**src/rtl/sub_pkg.sv**
```systemverilog
// Shared types and defaults for the bit-serial subtractor.
package sub_pkg;
    localparam int DEFAULT_WIDTH = 4;

    typedef enum logic [1:0] {
        IDLE = 2'd0,
        RUN  = 2'd1,
        DONE = 2'd2
    } state_t;
endpackage

```
**src/rtl/serial_subtractor_if.sv**
```systemverilog
// Start/busy/done handshake plus operand and result bus of the serial subtractor.
interface serial_subtractor_if #(parameter int WIDTH = sub_pkg::DEFAULT_WIDTH);
    logic             start;
    logic [WIDTH-1:0] A;
    logic [WIDTH-1:0] B;
    logic             Bin;
    logic             busy;
    logic             done;
    logic [WIDTH-1:0] Diff;
    logic             Bout;
    logic             V;

    modport master (output start, A, B, Bin, input busy, done, Diff, Bout, V);
    modport slave  (input start, A, B, Bin, output busy, done, Diff, Bout, V);
endinterface

```
**src/rtl/full_subtractor.sv**
```systemverilog
// One-bit combinational full subtractor: diff = a - b - bin.
module full_subtractor (
    input  logic a,
    input  logic b,
    input  logic bin,
    output logic diff,
    output logic bout
);
    assign diff = a ^ b ^ bin;
    assign bout = (~a & b) | (~(a ^ b) & bin);
endmodule

```
**src/rtl/serial_subtractor.sv**
```systemverilog
// Bit-serial A - B - Bin, LSB first through one registered borrow; results
// land on entry to DONE and hold until the next operation completes.
module serial_subtractor
    import sub_pkg::*;
#(
    parameter int WIDTH = DEFAULT_WIDTH
) (
    input  logic                clk,
    input  logic                rst,
    serial_subtractor_if.slave  bus
);
    localparam int CNT_W = (WIDTH > 1) ? $clog2(WIDTH) : 1;
    localparam logic [CNT_W-1:0] LAST = CNT_W'(WIDTH - 1);

    state_t           state;
    logic [WIDTH-1:0] a_sr;
    logic [WIDTH-1:0] b_sr;
    logic [WIDTH-1:0] res;
    logic             borrow;
    logic [CNT_W-1:0] cnt;
    logic             a_msb;
    logic             b_msb;
    logic             d_bit;
    logic             b_bit;
    logic [WIDTH-1:0] res_next;

    full_subtractor fs (
        .a    (a_sr[0]),
        .b    (b_sr[0]),
        .bin  (borrow),
        .diff (d_bit),
        .bout (b_bit)
    );

    assign res_next = {d_bit, res[WIDTH-1:1]};

    always_ff @(posedge clk or posedge rst) begin
        if (rst) begin
            state    <= IDLE;
            a_sr     <= '0;
            b_sr     <= '0;
            res      <= '0;
            borrow   <= 1'b0;
            cnt      <= '0;
            a_msb    <= 1'b0;
            b_msb    <= 1'b0;
            bus.busy <= 1'b0;
            bus.done <= 1'b0;
            bus.Diff <= '0;
            bus.Bout <= 1'b0;
            bus.V    <= 1'b0;
        end else begin
            case (state)
                IDLE: begin
                    bus.done <= 1'b0;
                    if (bus.start) begin
                        a_sr     <= bus.A;
                        b_sr     <= bus.B;
                        borrow   <= bus.Bin;
                        cnt      <= '0;
                        a_msb    <= bus.A[WIDTH-1];
                        b_msb    <= bus.B[WIDTH-1];
                        bus.busy <= 1'b1;
                        state    <= RUN;
                    end
                end
                RUN: begin
                    a_sr   <= a_sr >> 1;
                    b_sr   <= b_sr >> 1;
                    res    <= res_next;
                    borrow <= b_bit;
                    cnt    <= cnt + 1'b1;
                    // Last bit: publish results straight from this cycle's
                    // subtractor outputs so they are visible during DONE.
                    if (cnt == LAST) begin
                        bus.Diff <= res_next;
                        bus.Bout <= b_bit;
                        bus.V    <= (a_msb ^ b_msb) & (d_bit ^ a_msb);
                        bus.done <= 1'b1;
                        state    <= DONE;
                    end
                end
                DONE: begin
                    bus.done <= 1'b0;
                    bus.busy <= 1'b0;
                    state    <= IDLE;
                end
                default: begin
                    bus.done <= 1'b0;
                    bus.busy <= 1'b0;
                    state    <= IDLE;
                end
            endcase
        end
    end
endmodule
```
**src/flat_wrapper.sv**
```systemverilog
// flat-port wrapper written by rule: the top's interface ports become plain ports
module serial_subtractor_flat import sub_pkg::*;
#(
    parameter int WIDTH = DEFAULT_WIDTH
)
  (clk, rst, bus_start, bus_A, bus_B, bus_Bin, bus_busy, bus_done, bus_Diff, bus_Bout, bus_V);
  serial_subtractor_if #(.WIDTH(WIDTH)) bus_i ();
  input  logic clk;
  input  logic rst;
  input wire logic [$bits(bus_i.start)-1:0] bus_start;
  input wire logic [$bits(bus_i.A)-1:0] bus_A;
  input wire logic [$bits(bus_i.B)-1:0] bus_B;
  input wire logic [$bits(bus_i.Bin)-1:0] bus_Bin;
  output wire logic [$bits(bus_i.busy)-1:0] bus_busy;
  output wire logic [$bits(bus_i.done)-1:0] bus_done;
  output wire logic [$bits(bus_i.Diff)-1:0] bus_Diff;
  output wire logic [$bits(bus_i.Bout)-1:0] bus_Bout;
  output wire logic [$bits(bus_i.V)-1:0] bus_V;
  assign bus_i.start = bus_start;
  assign bus_i.A = bus_A;
  assign bus_i.B = bus_B;
  assign bus_i.Bin = bus_Bin;
  assign bus_busy = bus_i.busy;
  assign bus_done = bus_i.done;
  assign bus_Diff = bus_i.Diff;
  assign bus_Bout = bus_i.Bout;
  assign bus_V = bus_i.V;
  serial_subtractor #(.WIDTH(WIDTH)) u_core (.clk(clk), .rst(rst), .bus(bus_i));
endmodule
```
**config.mk**
```make
export PLATFORM = sky130hd
export DESIGN_NAME = serial_subtractor_flat
export DESIGN_NICKNAME = d
export VERILOG_FILES = /design/src/rtl/sub_pkg.sv /design/src/rtl/serial_subtractor_if.sv /design/src/rtl/full_subtractor.sv /design/src/rtl/serial_subtractor.sv /design/src/flat_wrapper.sv
export SDC_FILE = /design/constraint.sdc
export NUM_CORES = 1
export LEC_CHECK = 0
export BUFFER_PORTS_ARGS = -buffer_cell sky130_fd_sc_hd__buf_2
export CAP_MARGIN = 10
export CORE_MARGIN = 5
export CORE_UTILIZATION = 41
export DETAILED_ROUTE_END_ITERATION = 10
export PLACE_DENSITY_LB_ADDON = 0.15
export SYNTH_ARGS = -nofsm -noshare
export SYNTH_HDL_FRONTEND = slang
export SYNTH_HIERARCHICAL = 1
export SYNTH_SLANG_ARGS = --single-unit
```
**constraint.sdc**
```tcl
create_clock -name clk -period 2.55 [get_ports clk]
set_input_delay 0.1275 -clock clk [delete_from_list [all_inputs] [get_ports clk]]
set_output_delay 0.1275 -clock clk [all_outputs]
set_load 0.01 [all_outputs]
```
# After elaboration in Yosys (flattened, before gate mapping)

Index checks and enable logic that the tools add are counted.

Equality and inequality tests: 4
Bitwise gates (word level): 11
Mux-type cells: 15
Reduce and logical (&&, ||, !) cells: 7
$add $sub $neg: 1

Operator list:

| operator            | count |
|---|---|
| $pmux 4 s2          | 2 |
| $reduce_and 2->1    | 5 |
| $mux 4              | 2 |
| $pmux 2 s2          | 2 |
| $mux 2              | 3 |
| $mux 1              | 4 |
| $pmux 1 s2          | 2 |
| $xor 1x1->1         | 4 |
| $and 1x1->1         | 3 |
| $not 1->1           | 3 |
| $add 2x1->2 const B | 1 |
| $eq 2x1->1 const B  | 1 |
| $eq 2x2->1 const B  | 1 |
| $logic_not 2->1     | 1 |
| $ne 2x1->1 const B  | 1 |
| $ne 2x2->1 const B  | 1 |
| $reduce_bool 2->1   | 1 |
| $or 1x1->1          | 1 |

Bits of input ports: 12
Word-level logic and storage cells: 51
Register bits: 27

# Longest topological paths before layout

Gate-level depths: netlist (run 1).

Word-level depth: 5
Gate-level depth with buffers: 5

# Cells and area by module

The synthesis (run 1) kept the hierarchy.

By module, submodules not included:

| module            | area an instance (µm²) | seq. area each (µm²) | cells each | instances |
|---|---|---|---|---|
| serial_subtractor | 1,151.1                | 650.6                | 98         | 1 |
| full_subtractor   | 31.3                   | 0.0                  | 4          | 1 |

# Least setup slack after synthesis (run 1)

Ideal clock, no wire load.

Path type: flip-flop to flip-flop
Start: register u_core.a_sr[0]
End: register u_core.bus.V
Path buffers: 0
Arrival time: 1.226 ns
Cell stages (with the launch flop): 5
Library setup time: 0.126 ns
Required time: 2.424 ns
Setup slack: 1.198 ns
Cell sequence: dfrtp_1 -> fa_1 -> and3b_1 -> a21oi_1 -> o21ai_1

Longest elaborated chain between the ends: 4

Ends and longest elaborated chain:

| what                     | line                       | text |
|---|---|---|
| start, declared          | serial_subtractor.sv:16    | `logic [WIDTH-1:0] a_sr;` |
| start signal, assigned   | serial_subtractor.sv:57    | `a_sr <= bus.A;` |
| start signal, assigned   | serial_subtractor.sv:68    | `a_sr <= a_sr >> 1;` |
| $xor 1x1->1 (2 in a row) | full_subtractor.sv:9       | `assign diff = a ^ b ^ bin;` |
| via u_core.d_bit         | serial_subtractor.sv:23    | `logic d_bit;` |
| $xor 1x1->1              | serial_subtractor.sv:78    | `bus.V <= (a_msb ^ b_msb) & (d_bit ^ a_msb);` |
| $and 1x1->1              | serial_subtractor.sv:78    |  |
| end signal, assigned     | serial_subtractor.sv:78    |  |
| end, declared            | serial_subtractor_if.sv:14 | `modport slave (input start, A, B, Bin, output busy, done, Diff, Bout, V);` |

The timed path passes the listed nets, and every way through them passes these cells.
A chain may end at the register's enable or synchronous reset.

# Worst setup path after layout (run 1)

Start: register u_core.state[1]
End: register u_core.b_msb

Longest elaborated chain between the ends: 2

Ends and longest elaborated chain:

| what                       | line                    | text |
|---|---|---|
| start, declared            | serial_subtractor.sv:15 | `state_t state;` |
| start signal, assigned     | serial_subtractor.sv:39 | `state <= IDLE;` |
| start signal, assigned     | serial_subtractor.sv:64 | `state <= RUN;` |
| start signal, assigned     | serial_subtractor.sv:80 | `state <= DONE;` |
| $logic_not 2->1            | serial_subtractor.sv:53 | `case (state)` |
| $reduce_and 2->1 (no line) | --                      |  |
| end signal, assigned       | serial_subtractor.sv:62 | `b_msb <= bus.B[WIDTH-1];` |
| end, declared              | serial_subtractor.sv:22 | `logic b_msb;` |

Every way passes these cells.

==> results of run 1 <==
==> logic make-up (layout without fill, tap and decap cells) <==
| logic type | count (synthesis) | after routing | share of synthesized area (%) |
|---|---|---|---|
| simple gates | 20 | 20 | 11.00 |
| compound gates | 32 | 32 | 15.77 |
| fa+ha+maj | 2 | 2 | 2.751 |
| flops | 26 | 26 | 55.03 |
| buf+inv | 11 | 30 | 4.339 |
| mux | 11 | 11 | 11.11 |
==> area by class of cell <==
| class | instances | area, um^2 |
|---|---|---|
| fill | 252 | 1410 |
| sequential | 26 | 650.6 |
| multi-input combinational | 65 | 480.5 |
| timing repair buffer | 20 | 102.6 |
| tap | 31 | 38.79 |
| clock inverter | 1 | 30.03 |
| clock buffer | 3 | 22.52 |
| inverter | 6 | 22.52 |
==> stage by stage <==
stage	std cells	hold slack, ps	area [um^2]
after floorplan	102	167.5	1182
final	152	-16.21	1348
after global placement	148	393.4	1295
after CTS	152	14.56	1348
after global routing	152	19.07	1348
after detailed placement	148	390.3	1295
==> cell usage in the layout, fill, tap and decap left out, types with 2 or more instances in the layout <==
master | Yosys | routed
nand2_1 | 3 | 3
inv_1 | 6 | 6
mux2_1 | 8 | 8
dfrtp_1 | 26 | 26
mux2_4 | 2 | 2
nor2b_1 | 10 | 10
a21oi_1 | 12 | 12
buf_2 | 2 | 19
and2b_4 | 2 | 2
o21ai_1 | 10 | 10
clkbuf_4 | 0 | 3
a22oi_1 | 7 | 7
nand2b_1 | 2 | 2
==> metal layers <==
layer | wire length, um | GRT usage (%) | vias up
li1 | - | - | 393
met1 | 1020 | 14.96 | 376
met2 | 899 | 16.75 | 17
met3 | 112 | 3.552 | 4
met4 | 31 | 4.675 | 0
met5 | 0 | 0 | -
==> final timing paths <==
kind                                 endpoint  slack [ps]  cells after the start
setup / recovery                 u_core/b_msb        1080                      4
hold / removal             u_core/bus.Diff[0]         -20                      2
setup reg to reg                 u_core/b_msb        1080                      4
hold reg to reg            u_core/bus.Diff[0]         490                      1
max in group asynchronous     u_core/bus.busy        1980                      2
min in group clk                 u_core/b_msb          50                      2
==> flip-flops by register name (all words and copies together), names as in the netlist <==
name / cells
u_core/b_sr: 4
u_core/borrow: 1
u_core/bus.Diff: 4
u_core/bus.V: 1
u_core/state: 2
u_core/bus.Bout: 1
u_core/bus.done: 1
u_core/cnt: 2
u_core/a_sr: 4
u_core/res: 3
u_core/bus.busy: 1
u_core/a_msb: 1
u_core/b_msb: 1
==> power by group <==
part           switching, W  leakage [nW]  total (W)  internal [W]
registers          0.000150         0.319   0.000743      0.000593
logic              0.000267         0.282   0.000582      0.000315
clock network      0.000126        0.0279   0.000285      0.000159
==> impl_results.md, run 1 <==
* Type of the worst setup path: reg -> reg
* Slowest cell on crit path: dfrtp_1
* Floorplan die height at 63.70 um
* Post CTS Setup Buffer Count at 0
* Combined global-route utilization of all metal layers at 11.20%
* Category of the worst setup path capture point: register
* Number of hold violations in the final report at 26
* Number of I/O pins at 20
* Post-detailed-route via-to-cell ratio at 5.197
* Clock input transition at the sequential cells of the worst setup and hold paths at 140 ps
* Number of unique standard cell types used by synthesis at 23
* Total negative setup slack at 0 ps
* Layout cells sized above 1 at 24.79%
* Worst-path maximum fanout at 15
* Total power at 0.001611 W
* Proportion of netlist area held by the largest area contributor at 55.03%
* Worst Path Arrival at 1700 ps
* Total clock buffers created by CTS at 3
* Power density over the cells at 1195 mW/mm^2
* Result of the run: complete, but fails checks
* Worst VDD drop at 0.0007751 V
* Wire length of the first global-routing pass at 3608 um
* Dominant delay contributor by cell family on the critical path: flip-flops
* Timing startpoint of the critical path: u_core/state[1]
* Netlist Area Pre-Place at 0.001182 mm^2
* Depth of the CTS H-tree at 1
* Count of endpoints failing setup in the final report at 0
* RSZ-0062 raised after global routing: false
* First-iteration detailed-routing DRC count at 14
* Most repeated cell in the gate-level netlist after synthesis: dfrtp_1
* Layout Nets at 136
* DRC Markers at 0
* Number of synthesized register bits at 26
* Top cells by area in the synthesized netlist: dfrtp_1 55%, mux2_1 7.6%, nor2b_1 5.3%, a21oi_1 5.1%, a22oi_1 4.4%
* Synth Warn # at 6
* Total number of vias at 790
* Post-synthesis net count at 116
* Hpwl dp at 1416 um
* Core Area at 0.002758 mm^2
* Max-slew violation total from the final report at 0
* Count of hold-fix buffers inserted at cts at 0
* Dominant register cell in the synthesized netlist: dfrtp_1
* Count of maximum capacitance violations at 0
* Floorplan die area at 0.004058 mm^2
* Post-synth EDFFs at 0
* Detail Route Antenna Nets at 0
* First-pass DRT Iterations at 4
* Static leakage at 0.6287 nW
* Sinks on the clock net at 26
* Maximum number of pins on one net before global-route repair at 27
* Launching element type of the critical path: register
* Sequential-to-total area share from yosys stat at 55.03%
* Number of antenna violations at the first check in global routing at 0
* Smallest hold slack at -16.21 ps
* Worst-case clock buffer depth at 2
* Input/output buffers at 19
* Final antenna diode count at 0
* Congestion Overflow GR at 0
* Class of the tightest hold or removal check: in -> async
* Number of buffers and inverters on the critical path at 1
* Number of rows created at floorplan at 19
* Critical path cell sequence: nor2b_1, buf_4, and2b_4, mux2_4
* Final worst path period need at 1474 ps
* Via count of the first global-routing pass at 784
* Synthesized instance count at 102
* Most frequent cells after synthesis: 26 x dfrtp_1, 12 x a21oi_1, 10 x nor2b_1, 10 x o21ai_1, 8 x mux2_1
* Worst slew pin tran at 953.8 ps
* Sum of routed wire length over all layers at 2063 um
* TritonCTS clock tree: yes
* Post-route worst setup slack at 1076 ps
* Biggest area consumer among synthesized cells: dfrtp_1
* Skew final at 7.304 ps
* Effective utilization at floorplan at 42.88%
* Final standard cell utilization of the core at 48.87%
* Worst r2r src: u_core/state[1]
* Period utilisation layout at 57.81%
* Data required time at the worst endpoint at 2780 ps
* Horizontal die dimension at 63.70 um
* Global placement routability congestion at 0.8014
* Avg Synthesized Cell Area at 11.59 um^2
* Post-Place Setup Slack at 1104 ps
* Failing checks: negative hold slack
* Maximum cell stage delay along the critical path at 560 ps
* Achievable clock frequency at 678.3 MHz
* Average detailed-routed wire length per instance at 13.57 um
* Clock latency at the later pin of the worst-skew pair at 330 ps
* Master cell of the clock root buffer: clkbuf_4
* Slew HR at 36.34%
* Area Growth Syn to Fin at 13.97%
* Resized cells post-CTS at 0
* Async set-or-reset flop fraction in the synthesized netlist at 100.0%
(Power assumes the default switching activity.)
==> run 2, diff against run 1 <==
Clock period 2.55 ns to 1.4 ns, I/O delays scaled along.
==> run 2 against run 1 <==
The run ends with negative setup slack left. Non-clock buffer count is 12 higher. Maximum frequency is 5.0% higher. Critical path depth stayed put. Routed wire length is 8.2% higher. Highest routed layer unchanged. Sequential cell count stayed put. Register-to-register slack worse by 1100 ps. Power is 90% higher. Clock power is 79% higher. Final area is 7.9% higher. Hold slack better by 32 ps. Clock skew is 4.0 ps higher.
==> impl_results.md, run 2 (synthesis gave the netlist of run 1 again) <==
* Result of the run: complete, but fails checks
* Failing checks: negative setup slack
* Final worst path period need at 1405 ps (-69.73 ps)
* Sinks on the clock net at 26 (unchanged)
* Detail Route Antenna Nets at 0 (unchanged)
* Leading cell type in the layout, fill and taps excluded: dfrtp_1
* Skew final at 11.27 ps (+3.969 ps)
* Final antenna diode count at 0 (unchanged)
* Period utilisation layout at 100.3% (+43 points)
* Via count of the first global-routing pass at 910 (+16%)
* Worst VDD drop at 0.001225 V (+58%)
* Type of the worst setup path: reg -> reg
* Power density over the cells at 2100 mW/mm^2 (+76%)
* Total power at 0.003053 W (+90%)
* TritonCTS clock tree: yes
* Worst-case clock buffer depth at 2 (unchanged)
* Clock latency at the later pin of the worst-skew pair at 320 ps (about the same)
* Effective utilization at floorplan at 42.88% (unchanged)
* Layout cells sized above 1 at 28.57% (+3.8 points)
* Depth of the CTS H-tree at 1 (unchanged)
* Worst hold path stage count at 3
* Worst slew pin tran at 329.4 ps (-624.4 ps)
* Input/output buffers at 19 (unchanged)
* Worst-path maximum fanout at 4 (-11)
* Slew HR at 78.04% (+42 points)
* Fillers at 264 (+4.8%)
* Critical path cell sequence: fa_1, and3b_1, a21oi_2, o21ai_1
* First-pass DRT Iterations at 4 (unchanged)
* Total number of vias at 852 (+7.8%)
* First-iteration detailed-routing DRC count at 13 (-1)
* Total clock buffers created by CTS at 3 (unchanged)
* Post-detailed-route via-to-cell ratio at 5.195 (about the same)
* Combined global-route utilization of all metal layers at 12.62% (+1.4 points)
* Global placement routability congestion at 0.7690 (-4.0%)
* Number of placed cells counting well taps at 154 (+4.1%)
* DRC Markers at 0 (unchanged)
* RSZ-0062 raised after global routing: true
* Horizontal die dimension at 63.70 um (unchanged)
* Static leakage at 0.6851 nW (+9.0%)
* Congestion Overflow GR at 0 (unchanged)
* Wire length of the first global-routing pass at 4105 um (+14%)
* Area Growth Syn to Fin at 22.96%
* Hpwl dp at 1628 um (+15%)
* Count of endpoints failing setup in the final report at 1 (+1)
* Worst Path Arrival at 1660 ps (-40 ps)
* Floorplan die height at 63.70 um (unchanged)
* Class of the tightest hold or removal check: in -> reg
* Maximum number of pins on one net before global-route repair at 27 (unchanged)
* Number of I/O pins at 20 (unchanged)
* Layout Nets at 148 (+8.8%)
* Category of the worst setup path capture point: register
* Slowest cell on crit path: fa_1
* Post-route worst setup slack at -4.501 ps (-1080 ps)
* Count of maximum capacitance violations at 0 (unchanged)
* Floorplan die area at 0.004058 mm^2 (unchanged)
* Master cell of the clock root buffer: clkbuf_4
* Placed Instance Area at 0.001340 mm^2 (+3.5%)
* Number of antenna violations at the first check in global routing at 0 (unchanged)
* Leading cell types in the layout, fill and taps excluded: 26 x dfrtp_1, 19 x buf_2, 11 x a21oi_1, 10 x o21ai_1, 10 x nor2b_1
* Path depth of the worst reg2reg path at 4 (unchanged)
* Number of rows created at floorplan at 19 (unchanged)
* Average detailed-routed wire length per instance at 13.61 um (+0.28%)
* Core Area at 0.002758 mm^2 (unchanged)
* Clock input transition at the sequential cells of the worst setup and hold paths at 150 ps (about the same)
* Achievable clock frequency at 712.0 MHz (+5.0%)
* Final standard cell utilization of the core at 52.72% (+3.9 points)
* Data required time at the worst endpoint at 1660 ps (-1120 ps)
* Final cell count without fillers at 164 (+7.9%)
* Maximum cell stage delay along the critical path at 600 ps (+40 ps)
* Number of hold violations in the final report at 0 (-100%)
* Launching element type of the critical path: register
* Max-slew violation total from the final report at 0 (unchanged)
* Registers with the most flip-flops: u_core/a_sr: 4 flops, u_core/b_sr: 4 flops, u_core/bus.Diff: 4 flops
* Sum of routed wire length over all layers at 2232 um (+8.2%)
* Final std cell area, no fill at 0.001454 mm^2 (+7.9%)
[run 2: changes by cell type in the layout (fill, tap and decap cells not counted), sizes merged]
cell,change
dlygate4sd3,+5
buf,+7
[run 2: timing repair]
item | CTS | global route
gates cloned | 0 | 0
hold endpoints to repair | 30 | 0
buffers inserted | 0 | 1
gates resized for setup | 0 | 1
endpoints found under the setup margin | 1 | 3
hold buffers | 5 | 0
[run 2: final timing paths]
path                              endpoint  slack, ps             from
max in group asynchronous   u_core/b_sr[2]        820              rst
max reg2reg                   u_core/bus.V         -5   u_core/a_sr[0]
min reg2reg                u_core/bus.done        490  u_core/bus.done
min                         u_core/a_sr[1]         20         bus_A[1]
max                           u_core/bus.V         -5   u_core/a_sr[0]
min in group asynchronous     u_core/bus.V        330              rst
[run 2: area by class of cell]
cell class | instances | area [um^2] | share of cell area [%]
clock buffer | 3 | 22.52 | 1.549
clock inverter | 1 | 30.03 | 2.065
inverter | 6 | 22.52 | 1.549
multi-input combinational | 65 | 484.2 | 33.30
sequential | 26 | 650.6 | 44.75
tap | 31 | 38.79 | 2.668
timing repair buffer | 32 | 205.2 | 14.11
[run 2: layer usage]
layer  vias up  routed length, um  global-route usage (%)
met2        12               1080                   21.32
li1        415                  -                       -
met4         0                 17                   4.675
met3         2                 89                   2.664
met1       423               1044                   15.79
met5         -                  0                       0
[run 2: stage by stage]
stage	setup slack (ps)	setup TNS, ps	hold WS, ps
2_1_floorplan	47.75	0	110.0
3_3_place_gp	22.29	0	138.5
3_5_place_dp	-9.515	-9.515	146.8
4_1_cts	-29.14	-29.14	4.401
5_1_grt	-126.4	-162.2	6.866
6_report	-4.501	-4.501	16.20
[run 2: where the power goes]
| part | leakage [nW] | internal [W] | total [W] | switching [W] |
|---|---|---|---|---|
| registers | 0.319 | 0.00108 | 0.00130 | 0.000220 |
| clock network | 0.0279 | 0.000289 | 0.000511 | 0.000222 |
| logic | 0.338 | 0.000664 | 0.00124 | 0.000577 |
[run 2: critical path: cells and delay by family, from the launching register on]
family | cells | cell delay, ps
fa+ha+maj | 1 | 600
flops | 1 | 430
simple gates | 1 | 190
compound gates | 2 | 130
